==> config.mk <==
export PLATFORM = sky130hd
export DESIGN_NAME = fir_load_controller_flat
export DESIGN_NICKNAME = d
export VERILOG_FILES = /design/src/rtl/fir_load_controller_if.sv /design/src/rtl/fir_load_controller.sv /design/src/flat_wrapper.sv
export SDC_FILE = /design/constraint.sdc
export NUM_CORES = 1
export LEC_CHECK = 0
export CAP_MARGIN = 10
export CORE_MARGIN = 5
export CORE_UTILIZATION = 55
export CTS_BUF_LIST = sky130_fd_sc_hd__clkbuf_4
export DETAILED_ROUTE_END_ITERATION = 8
export DONT_BUFFER_PORTS = 1
export GPL_ROUTABILITY_DRIVEN = 1
export PLACE_DENSITY_LB_ADDON = 0.25
export SYNTH_ARGS = -nofsm -noshare
export SYNTH_HDL_FRONTEND = slang
export SYNTH_SLANG_ARGS = --single-unit
==> constraint.sdc <==
create_clock -name clock -period 3.04 [get_ports clock]
set_input_delay 0.608 -clock clock [delete_from_list [all_inputs] [get_ports clock]]
set_output_delay 0.608 -clock clock [all_outputs]
set_load 0.02 [all_outputs]
==> src/rtl/fir_load_controller_if.sv <==
`default_nettype none
// +--------------------------------------------------------------------------+
// | fir_load_controller_if                                                   |
// | Handshake and filter-side bus of the FIR load sequencer.                 |
// | Rev 1.0                                                                  |
// +--------------------------------------------------------------------------+
interface fir_load_controller_if #(
    parameter int DATA_WIDTH  = 8,
    parameter int COEFF_WIDTH = 8
);
    logic                          start;
    logic                          abort;
    logic                          coeffValid;
    logic signed [COEFF_WIDTH-1:0] coeffIn;
    logic                          coeffReady;
    logic                          sampleValid;
    logic signed [DATA_WIDTH-1:0]  sampleIn;
    logic                          sampleLast;
    logic                          sampleReady;
    logic                          firCoeffSetFlag;
    logic signed [COEFF_WIDTH-1:0] firCoeffOut;
    logic                          firLoadDataFlag;
    logic signed [DATA_WIDTH-1:0]  firDataOut;
    logic                          firStopDataLoadFlag;
    logic                          firOutValid;
    logic                          busy;
    logic                          done;

    modport slave (
        input  start, abort, coeffValid, coeffIn, sampleValid, sampleIn, sampleLast,
        output coeffReady, sampleReady, firCoeffSetFlag, firCoeffOut, firLoadDataFlag,
               firDataOut, firStopDataLoadFlag, firOutValid, busy, done
    );

    modport master (
        output start, abort, coeffValid, coeffIn, sampleValid, sampleIn, sampleLast,
        input  coeffReady, sampleReady, firCoeffSetFlag, firCoeffOut, firLoadDataFlag,
               firDataOut, firStopDataLoadFlag, firOutValid, busy, done
    );
endinterface
`default_nettype wire

==> src/rtl/fir_load_controller.sv <==
`default_nettype none
// +--------------------------------------------------------------------------+
// | fir_load_controller                                                      |
// | Loads filter coefficients, streams samples, appends zero pads, stops.    |
// | Rev 1.0                                                                  |
// +--------------------------------------------------------------------------+
module fir_load_controller #(
    parameter int LENGTH      = 20,
    parameter int DATA_WIDTH  = 8,
    parameter int COEFF_WIDTH = 8,
    parameter int FIR_LATENCY = 1
) (
    input  wire logic             clock,
    input  wire logic             resetN,
    fir_load_controller_if.slave  bus
);
    localparam int                   c_count_w  = $clog2(LENGTH + 1);
    localparam logic [c_count_w-1:0] c_last_idx = c_count_w'(LENGTH - 1);
    localparam logic [c_count_w-1:0] c_one      = c_count_w'(1);

    typedef enum logic [2:0] {
        ST_IDLE       = 3'd0,
        ST_LOAD_COEFF = 3'd1,
        ST_LOAD_DATA  = 3'd2,
        ST_FLUSH      = 3'd3,
        ST_FINISH     = 3'd4
    } state_e;

    state_e                        state_q, state_d;
    logic [c_count_w-1:0]          coeff_count_q, coeff_count_d;
    logic [c_count_w-1:0]          pad_count_q, pad_count_d;
    logic                          coeff_set_q, coeff_set_d;
    logic signed [COEFF_WIDTH-1:0] coeff_out_q, coeff_out_d;
    logic                          load_q, load_d;
    logic signed [DATA_WIDTH-1:0]  data_out_q, data_out_d;
    logic                          stop_q, stop_d;
    logic                          done_q, done_d;
    logic [FIR_LATENCY-1:0]        valid_pipe_q, valid_pipe_d;

    logic w_coeff_accept;
    logic w_sample_accept;

    assign w_coeff_accept  = bus.coeffValid  & (state_q == ST_LOAD_COEFF);
    assign w_sample_accept = bus.sampleValid & (state_q == ST_LOAD_DATA);

    always_comb begin
        state_d       = state_q;
        coeff_count_d = coeff_count_q;
        pad_count_d   = pad_count_q;
        coeff_set_d   = 1'b0;
        coeff_out_d   = coeff_out_q;
        load_d        = 1'b0;
        data_out_d    = data_out_q;
        stop_d        = 1'b0;
        done_d        = 1'b0;
        valid_pipe_d  = '0;

        valid_pipe_d[0] = load_q;
        for (int i = 1; i < FIR_LATENCY; i++) begin
            valid_pipe_d[i] = valid_pipe_q[i-1];
        end

        case (state_q)
            ST_IDLE: begin
                if (bus.start) begin
                    state_d       = ST_LOAD_COEFF;
                    coeff_count_d = '0;
                end
            end
            ST_LOAD_COEFF: begin
                if (w_coeff_accept) begin
                    coeff_set_d = 1'b1;
                    coeff_out_d = bus.coeffIn;
                    if (coeff_count_q == c_last_idx) begin
                        state_d       = ST_LOAD_DATA;
                        coeff_count_d = '0;
                    end else begin
                        coeff_count_d = coeff_count_q + c_one;
                    end
                end
            end
            ST_LOAD_DATA: begin
                if (w_sample_accept) begin
                    load_d     = 1'b1;
                    data_out_d = bus.sampleIn;
                    if (bus.sampleLast) begin
                        // A single-tap filter needs no padding at all.
                        if (LENGTH > 1) begin
                            state_d     = ST_FLUSH;
                            pad_count_d = c_last_idx;
                        end else begin
                            state_d = ST_FINISH;
                        end
                    end
                end
            end
            ST_FLUSH: begin
                load_d      = 1'b1;
                data_out_d  = '0;
                pad_count_d = pad_count_q - c_one;
                if (pad_count_q == c_one) begin
                    state_d = ST_FINISH;
                end
            end
            ST_FINISH: begin
                stop_d  = 1'b1;
                done_d  = 1'b1;
                state_d = ST_IDLE;
            end
            default: begin
                state_d = ST_IDLE;
            end
        endcase

        // Abort wins over everything; it only emits a stop when a run was live.
        if (bus.abort) begin
            state_d       = ST_IDLE;
            coeff_count_d = '0;
            pad_count_d   = '0;
            coeff_set_d   = 1'b0;
            coeff_out_d   = coeff_out_q;
            load_d        = 1'b0;
            data_out_d    = data_out_q;
            done_d        = 1'b0;
            stop_d        = (state_q != ST_IDLE);
            valid_pipe_d  = '0;
        end
    end

    always_ff @(posedge clock or negedge resetN) begin
        if (!resetN) begin
            state_q       <= ST_IDLE;
            coeff_count_q <= '0;
            pad_count_q   <= '0;
            coeff_set_q   <= 1'b0;
            coeff_out_q   <= '0;
            load_q        <= 1'b0;
            data_out_q    <= '0;
            stop_q        <= 1'b0;
            done_q        <= 1'b0;
            valid_pipe_q  <= '0;
        end else begin
            state_q       <= state_d;
            coeff_count_q <= coeff_count_d;
            pad_count_q   <= pad_count_d;
            coeff_set_q   <= coeff_set_d;
            coeff_out_q   <= coeff_out_d;
            load_q        <= load_d;
            data_out_q    <= data_out_d;
            stop_q        <= stop_d;
            done_q        <= done_d;
            valid_pipe_q  <= valid_pipe_d;
        end
    end

    assign bus.coeffReady          = (state_q == ST_LOAD_COEFF);
    assign bus.sampleReady         = (state_q == ST_LOAD_DATA);
    assign bus.busy                = (state_q != ST_IDLE);
    assign bus.firCoeffSetFlag     = coeff_set_q;
    assign bus.firCoeffOut         = coeff_out_q;
    assign bus.firLoadDataFlag     = load_q;
    assign bus.firDataOut          = data_out_q;
    assign bus.firStopDataLoadFlag = stop_q;
    assign bus.done                = done_q;
    assign bus.firOutValid         = valid_pipe_q[FIR_LATENCY-1];

endmodule
`default_nettype wire
==> src/flat_wrapper.sv <==
// flat-port wrapper written by rule: the top's interface ports become plain ports
module fir_load_controller_flat 
#(
    parameter int LENGTH      = 20,
    parameter int DATA_WIDTH  = 8,
    parameter int COEFF_WIDTH = 8,
    parameter int FIR_LATENCY = 1
)
  (clock, resetN, bus_start, bus_abort, bus_coeffValid, bus_coeffIn, bus_sampleValid, bus_sampleIn, bus_sampleLast, bus_coeffReady, bus_sampleReady, bus_firCoeffSetFlag, bus_firCoeffOut, bus_firLoadDataFlag, bus_firDataOut, bus_firStopDataLoadFlag, bus_firOutValid, bus_busy, bus_done);
  fir_load_controller_if #(.DATA_WIDTH(DATA_WIDTH), .COEFF_WIDTH(COEFF_WIDTH)) bus_i ();
  input  wire logic clock;
  input  wire logic resetN;
  input wire logic [$bits(bus_i.start)-1:0] bus_start;
  input wire logic [$bits(bus_i.abort)-1:0] bus_abort;
  input wire logic [$bits(bus_i.coeffValid)-1:0] bus_coeffValid;
  input wire logic [$bits(bus_i.coeffIn)-1:0] bus_coeffIn;
  input wire logic [$bits(bus_i.sampleValid)-1:0] bus_sampleValid;
  input wire logic [$bits(bus_i.sampleIn)-1:0] bus_sampleIn;
  input wire logic [$bits(bus_i.sampleLast)-1:0] bus_sampleLast;
  output wire logic [$bits(bus_i.coeffReady)-1:0] bus_coeffReady;
  output wire logic [$bits(bus_i.sampleReady)-1:0] bus_sampleReady;
  output wire logic [$bits(bus_i.firCoeffSetFlag)-1:0] bus_firCoeffSetFlag;
  output wire logic [$bits(bus_i.firCoeffOut)-1:0] bus_firCoeffOut;
  output wire logic [$bits(bus_i.firLoadDataFlag)-1:0] bus_firLoadDataFlag;
  output wire logic [$bits(bus_i.firDataOut)-1:0] bus_firDataOut;
  output wire logic [$bits(bus_i.firStopDataLoadFlag)-1:0] bus_firStopDataLoadFlag;
  output wire logic [$bits(bus_i.firOutValid)-1:0] bus_firOutValid;
  output wire logic [$bits(bus_i.busy)-1:0] bus_busy;
  output wire logic [$bits(bus_i.done)-1:0] bus_done;
  assign bus_i.start = bus_start;
  assign bus_i.abort = bus_abort;
  assign bus_i.coeffValid = bus_coeffValid;
  assign bus_i.coeffIn = bus_coeffIn;
  assign bus_i.sampleValid = bus_sampleValid;
  assign bus_i.sampleIn = bus_sampleIn;
  assign bus_i.sampleLast = bus_sampleLast;
  assign bus_coeffReady = bus_i.coeffReady;
  assign bus_sampleReady = bus_i.sampleReady;
  assign bus_firCoeffSetFlag = bus_i.firCoeffSetFlag;
  assign bus_firCoeffOut = bus_i.firCoeffOut;
  assign bus_firLoadDataFlag = bus_i.firLoadDataFlag;
  assign bus_firDataOut = bus_i.firDataOut;
  assign bus_firStopDataLoadFlag = bus_i.firStopDataLoadFlag;
  assign bus_firOutValid = bus_i.firOutValid;
  assign bus_busy = bus_i.busy;
  assign bus_done = bus_i.done;
  fir_load_controller #(.LENGTH(LENGTH), .DATA_WIDTH(DATA_WIDTH), .COEFF_WIDTH(COEFF_WIDTH), .FIR_LATENCY(FIR_LATENCY)) u_core (.clock(clock), .resetN(resetN), .bus(bus_i));
endmodule
# After elaboration in Yosys (flattened, before gate mapping)
# Index checks and enable logic that the tools add are counted.
# totals
regBits,34
input_bits,23
output_inout_bits,24
word_cells,67
# op_classes
n_addsub,2
n_eq_ne,13
muxes,29
bitwise_logic,3
reduce_logical,10
# op_table
op,n
$mux 5,7
$mux 3,7
$pmux 5 s2,2
$pmux 8 s2,1
$ne 3x2->1 const B,4
$pmux 3 s4,1
$reduce_and 3->1,4
$mux 1,9
$reduce_bool 3->1,3
$mux 8,1
$eq 3x2->1 const B,2
$ne 3x3->1 const B,2
$reduce_and 6->1,1
$add 5x1->5 const B,1
$eq 5x1->1 const B,1
$eq 5x5->1 const B,1
$sub 5x1->5 const B,1
$eq 3x1->1 const B,1
$eq 3x3->1 const B,1
$logic_not 3->1,1
$and 1x1->1,2
$ne 2x1->1 const B,1
$pmux 1 s2,1
$reduce_bool 2->1,1
$not 1->1,1

# Depth between registers and ports, before layout
# Gate-level depths: netlist (run 1).
# depth
ltp_word,5
mapped_depth,6

# Worst setup path after synthesis (run 1)
# Ideal clock, no wire load.
# synth_timing
kind,input port to flip-flop
start,input port bus_start
end,register u_core.state_q[0]
setup_time_ns,0.128
arrival_time_ns,1.697
slack_ns,1.215
path_stages,4
path_buffers,0
cell_sequence,mux2_4 > or4_1 > o211ai_2 > mux2_1
# synth_via
elab_chain_cells,2
# synth_lines
element,line,text
from (decl),flat_wrapper.sv:13,input wire logic [$bits(bus_i.start)-1:0] bus_start;
$ne 3x3->1 (no line),-,
$reduce_and 6->1 (no line),-,
to (signal assigned),fir_load_controller.sv:143,state_q <= state_d;
to (decl),fir_load_controller.sv:29,"state_e state_q, state_d;"
# Every way passes these cells.
# A chain may end at the register's enable or synchronous reset.

# Worst setup path in the final report (run 1)
# layout_timing
start,register u_core.state_q[1]
end,output port bus_sampleReady
# layout_via
elab_chain_cells,1
# layout_lines
element,line,text
$eq 3x2->1,fir_load_controller.sv:157,assign bus.sampleReady = (state_q == ST_LOAD_DATA);
to (decl),flat_wrapper.sv:21,output wire logic [$bits(bus_i.sampleReady)-1:0] bus_sampleReady;
# Every way passes these cells.

==> flow_summary.json, run 1 <==
{
  "status": "complete, no violations",
  "avgViaCountPerCell": 5.92,
  "io_buffers": 0,
  "routedWlPerCell_um": 17.0,
  "multiInputGateArea_um2": 698,
  "worstReg2RegStart": "u_core.state_q[0]$_DFFE_PN0P_",
  "post-route-period-util_pct": 75.3,
  "finalHoldViolations": 0,
  "die_h_um": 64.1,
  "drt_iter0_drc": 56,
  "holdCritPathClass": "in2async",
  "yosys_register_bits": 34,
  "final_common_cell": "dfrtp_1",
  "irDropWorstVdd_mv": 0.690,
  "synth_nets": 181,
  "post_cts_resized": 0,
  "p_leak_uw": 0.000790,
  "dp_hpwl_mm": 2.33,
  "worst_pin_slew_ns": 0.947,
  "grt_busiest_layer": "met2",
  "initial_core_util_pct": 57.9,
  "drive_above_1_share_pct": 15.2,
  "rsz0062_at_grt": "no",
  "synth.distinct_cells": 33,
  "worst_r2r_endpoint": "u_core.state_q[0]$_DFFE_PN0P_",
  "core.rowCount": 19,
  "cts_buffer_depth": 2,
  "insertion_delay_ns": 0.35,
  "syn_inst": 155,
  "finalSetupViolCount": 0,
  "synth_warnings": 0,
  "finalSetupTns_ns": 0,
  "ant_nets": 0,
  "htreeDepth": 2,
  "instances_no_fill": 189,
  "grt_usage_pct": 17.3,
  "clk_pin_slew_worst_paths_ns": 0.11,
  "synthArstFlopShare_pct": 100,
  "clock-sinks": 34,
  "cp.arrival_ns": 1.68,
  "final_nets": 183,
  "avgSynthCellArea_um2": 10.4,
  "cp-end-kind": "output port",
  "first_global_vias": 1150,
  "drv_cap": 0,
  "timing.fmax_mhz": 437,
  "r2r_cells": 4,
  "nFillCells": 253,
  "use_met3_pct": 8.06,
  "synth_edf_count": 0,
  "antenna_found_initial": 0,
  "fin_total_pwr_uw": 1540,
  "worstPathRequired_ns": 2.43,
  "drc": 0,
  "io_pins": 47,
  "yosysSeqAreaShare_pct": 52.8,
  "place_congestion": 0.842,
  "tritoncts": "done",
  "firstDrtPassIters": 4,
  "coreArea_um2": 2780,
  "syn_area_um2": 1610,
  "met2_usage_pct": 25.6,
  "period_needed_ns": 2.29,
  "grt_pass1_wl_mm": 5.48,
  "root_buffer": "clkbuf_4",
  "grt-ovfl-total": 0,
  "path_class": "reg2out",
  "rrSetupSlack_ns": 1.02,
  "endpoint": "bus_sampleReady",
  "startpoint": "u_core.state_q[1]$_DFFE_PN0P_",
  "worstPathMaxFanout": 10,
  "seq_area_um2": 851,
  "grtUsageMet1_pct": 21.3,
  "vias": 1119,
  "grt_max_degree": 35,
  "dpl.cell_count": 180,
  "relSlewSlack_pct": 36.4,
  "p_per_area_nw_per_um2": 914,
  "synth_top_area_share_pct": 52.8,
  "synthFlopType": "dfrtp_1",
  "final_max_slew_viol_count": 0,
  "layout_common_cells": "34 x dfrtp_1, 27 x nand2_1, 18 x o21ai_0",
  "die_x_um": 64.1,
  "die_area_um2": 4110,
  "cp-start-kind": "register",
  "cts_made_buffers": 5,
  "num_antenna_cells": 0,
  "synth_top_area_cell": "dfrtp_1",
  "finClkSkew_ns": 0.00979,
  "synthTopCellsByArea": "dfrtp_1 53%, mux2_2 6.3%, nand2_1 6.3%",
  "drt_wl_total_mm": 3.22,
  "syn2layout_area_growth_pct": 4.82
}
-- cells by family (layout without fill, tap and decap cells) --
| family | Yosys count | after routing | share of synthesized area [%] |
|---|---|---|---|
| adders and majority gates | 3 | 3 | 2.33 |
| DFF | 34 | 34 | 52.8 |
| buffers and inverters | 12 | 15 | 3.81 |
| AOI/OAI and AO/OA | 32 | 32 | 12.1 |
| and+or+nand+nor | 63 | 63 | 21.0 |
| muxes | 11 | 11 | 7.93 |
-- where the power goes --
part           internal [uW]  leakage (uW)  total, uW  switching, uW
Clock                   90.1     0.0000292        251            161
Combinational            186      0.000318        400            215
Sequential               599      0.000443        891            292
-- cells in the mapped netlist (all sizes together), types with 2 or more instances --
library cell  instances
nor4b                 2
nand3b                2
mux2                 11
a21o                  2
inv                   6
or4                   2
ha                    3
nand3                 5
buf                   3
nor2b                 5
dfrtp                34
nand2                27
clkbuf                3
nor3                  2
nor2                  8
o31ai                 3
a21oi                 2
o21ai                21
a22o                  3
nand2b                2
and2                  3
-- how the worst min path moves through the flow --
stage	endpoint	slack, ns	cells after the start
2_1_floorplan	u_core.bus.done$_DFF_PN0_	0.31	0
3_3_place_gp	u_core.pad_count_q[3]$_DFFE_PN0P_	0.31	0
3_5_place_dp	u_core.state_q[2]$_DFFE_PN0P_	0.31	0
4_1_cts	u_core.bus.firOutValid$_DFF_PN0_	0.07	1
5_1_grt	u_core.bus.firCoeffSetFlag$_DFF_PN0_	0.05	1
6_report	u_core.state_q[1]$_DFFE_PN0P_	0.08	1
-- stage by stage --
| step | utilization, % | setup WS, ns | hold slack [ns] | cell area [um^2] |
|---|---|---|---|---|
| 2_1_floorplan | - | 1.22 | 0.312 | 1610 |
| 3_3_place_gp | 57.9 | 1.10 | 0.313 | 1610 |
| 3_5_place_dp | 57.9 | 1.06 | 0.314 | 1610 |
| 4_1_cts | 60.7 | 0.764 | 0.0729 | 1690 |
| 5_1_grt | 60.7 | 0.652 | 0.0513 | 1690 |
| 6_report | 60.7 | 0.752 | 0.0759 | 1690 |
-- per-layer routing --
layer  routed length, um  up-vias  part of all wire, %
met4                  99        0                  3.1
met2                1550       42                   48
met5                   0        -                    0
met1                1310      526                   41
li1                    -      540                    -
met3                 256       11                  8.0
-- flip-flops by register name (all words and copies together) (netlist names) --
name	count
u_core.state_q	3
u_core.coeff_count_q	5
u_core.bus.done	1
u_core.bus.firCoeffOut	8
u_core.bus.firStopDataLoadFlag	1
u_core.pad_count_q	5
u_core.bus.firDataOut	8
u_core.bus.firLoadDataFlag	1
u_core.bus.firOutValid	1
u_core.bus.firCoeffSetFlag	1
-- area by class of cell --
type | instances | area share [%]
Clock inverter | 3 | 1.19
Multi-Input combinational cell | 109 | 41.4
Timing Repair Buffer | 1 | 1.19
Clock buffer | 5 | 2.22
Tap cell | 31 | 2.30
Sequential cell | 34 | 50.4
Inverter | 6 | 1.33
-- repair_timing --
item                      CTS  global route
hold buffers                1             0
hold endpoints to repair   34             0
setup buffers               0             0
-- critical path, cell delays in order, from the launching register on --
cell     delay [ns]
dfrtp_1        0.56
nor2b_1        0.29
nor2b_1        0.48
Power figures use the tool's default switching activity.
==> run 2: changes to the inputs <==
==> constraint.sdc (replaced) <==
create_clock -name clock -period 2 [get_ports clock]
set_input_delay 0.4 -clock clock [delete_from_list [all_inputs] [get_ports clock]]
set_output_delay 0.4 -clock clock [all_outputs]
set_load 0.02 [all_outputs]
==> flow_summary.json, run 2 (same netlist as run 1, synthesis figures left out) <==
{
  "status": "complete, no violations",
  "insertion_delay_ns": 0.35,
  "io_buffers": 0,
  "first_global_vias": 1175,
  "cts_buffer_depth": 2,
  "die_h_um": 64.1,
  "cts_made_buffers": 5,
  "relSlewSlack_pct": 38.7,
  "irDropWorstVdd_mv": 1.17,
  "grt_usage_pct": 18.0,
  "finalHoldViolations": 0,
  "initial_core_util_pct": 57.9,
  "clk_pin_slew_worst_paths_ns": 0.11,
  "period_needed_ns": 1.83,
  "tritoncts": "done",
  "rrSetupSlack_ns": 0.23,
  "critPathSlowestCell": "or3_1",
  "syn2layout_area_growth_pct": 9.79,
  "cpPeakStageDelay_ns": 0.47,
  "cp-end-kind": "output port",
  "p_per_area_nw_per_um2": 1490,
  "place_congestion": 0.861,
  "final_nets": 186,
  "coreArea_um2": 2780,
  "post_cts_buffers": 0,
  "final_common_cell": "dfrtp_1",
  "critPathTopFamily": "simple AND/OR/NAND/NOR gates",
  "cp.arrival_ns": 1.43,
  "drt_iter0_drc": 54,
  "layout_common_cells": "33 x dfrtp_1, 27 x nand2_1, 18 x o21ai_0",
  "die_area_um2": 4110,
  "ant_nets": 0,
  "path_buf_inv": 1,
  "timing.final.ws_setup_ns": 0.175,
  "crit_chain": "buf_4 > or3_1",
  "num_antenna_cells": 0,
  "drt_wl_total_mm": 3.29,
  "grt_max_degree": 35,
  "avgViaCountPerCell": 5.92,
  "finalSetupTns_ns": 0,
  "grt-ovfl-total": 0,
  "worstPathRequired_ns": 1.60,
  "worst_pin_slew_ns": 0.914,
  "routedWlPerCell_um": 17.1,
  "drive_above_1_share_pct": 18.6,
  "dp_hpwl_mm": 2.29,
  "worstPathMaxFanout": 18,
  "p_leak_uw": 0.000830,
  "antenna_found_initial": 0,
  "io_pins": 47,
  "drc": 0,
  "path_class": "reg2out",
  "vias": 1136,
  "finalSetupViolCount": 0,
  "htreeDepth": 2,
  "timing.fmax_mhz": 548,
  "die_x_um": 64.1,
  "clock-sinks": 34,
  "rsz0062_at_grt": "no",
  "cp-start-kind": "register",
  "drv_cap": 0,
  "core.rowCount": 19,
  "grt_pass1_wl_mm": 5.66,
  "holdCritPathClass": "in2reg",
  "post-route-period-util_pct": 91.3,
  "firstDrtPassIters": 4,
  "final_max_slew_viol_count": 0,
  "finClkSkew_ns": 0.00620,
  "root_buffer": "clkbuf_4",
  "place_ws_ns": 0.230
}
==> run 2: cell types whose count changed in the layout (fill, tap and decap cells not counted), sizes merged <==
| cell | delta |
|---|---|
| dlygate4sd3 | +1 |
| inv | -1 |
| clkinvlp | -1 |
| buf | +2 |
| bufinv | +2 |
==> run 2: per-stage QoR <==
| stage | hold slack (ns) | power, uW | utilization (%) | area, um^2 | std cells |
|---|---|---|---|---|---|
| 5_1_grt | 0.0778 | 2820 | 63.6 | 1770 | 192 |
| 3_3_place_gp | 0.105 | 1950 | 58.4 | 1630 | 182 |
| 2_1_floorplan | 0.104 | 1850 | - | 1610 | 155 |
| 3_5_place_dp | 0.106 | 1980 | 58.4 | 1630 | 182 |
| 4_1_cts | 0.0917 | 2660 | 63.4 | 1760 | 192 |
| 6_report | 0.104 | 2640 | 63.6 | 1770 | 192 |
==> run 2: final timing paths <==
check | from | endpoint | cells after the start
min in group asynchronous | resetN | u_core.pad_count_q[1]$_DFFE_PN0P_ | 2
min reg2reg | u_core.coeff_count_q[1]$_DFFE_PN0P_ | u_core.coeff_count_q[1]$_DFFE_PN0P_ | 2
max | u_core.state_q[0]$_DFFE_PN0P_ | bus_busy | 2
max in group asynchronous | resetN | u_core.bus.firDataOut[6]$_DFFE_PN0P_ | 2
min | bus_abort | u_core.bus.done$_DFF_PN0_ | 1
max reg2reg | u_core.state_q[2]$_DFFE_PN0P_ | u_core.bus.firCoeffOut[1]$_DFFE_PN0P_ | 3
==> run 2: layout make-up <==
cell class / instances / area, um^2
flip-flops and latches: 34 / 852
repair buffers: 4 / 45.0
well taps: 31 / 38.8
fillers: 230 / 1010
clock buffers: 5 / 37.5
clock inverters: 3 / 68.8
multi-input cells: 109 / 703
inverters: 6 / 22.5
==> run 2: what timing repair did <==
item	4_1_cts	5_1_grt
resized for setup	1	2
setup endpoints to repair	1	1
hold endpoints to repair	34	0
hold buffers	2	0
==> run 2: worst register-to-register path: cells and delay by family (launching register included) <==
kind          cells  cell delay, ns
simple gates      2            0.78
mux               1            0.36
flops             1            0.53
==> run 2: layer usage <==
metal,GRT usage (%),part of all wire [%],wire length (um)
met1,21.8,40,1330
met2,27.9,49,1620
met3,7.88,8.5,279
met4,7.63,1.7,56
met5,0,0,0
==> run 2: power breakdown <==
| part | leakage, uW | switching [uW] | internal, uW |
|---|---|---|---|
| clock | 0.0000554 | 249 | 391 |
| sequential | 0.000442 | 408 | 913 |
| combinational | 0.000333 | 372 | 306 |
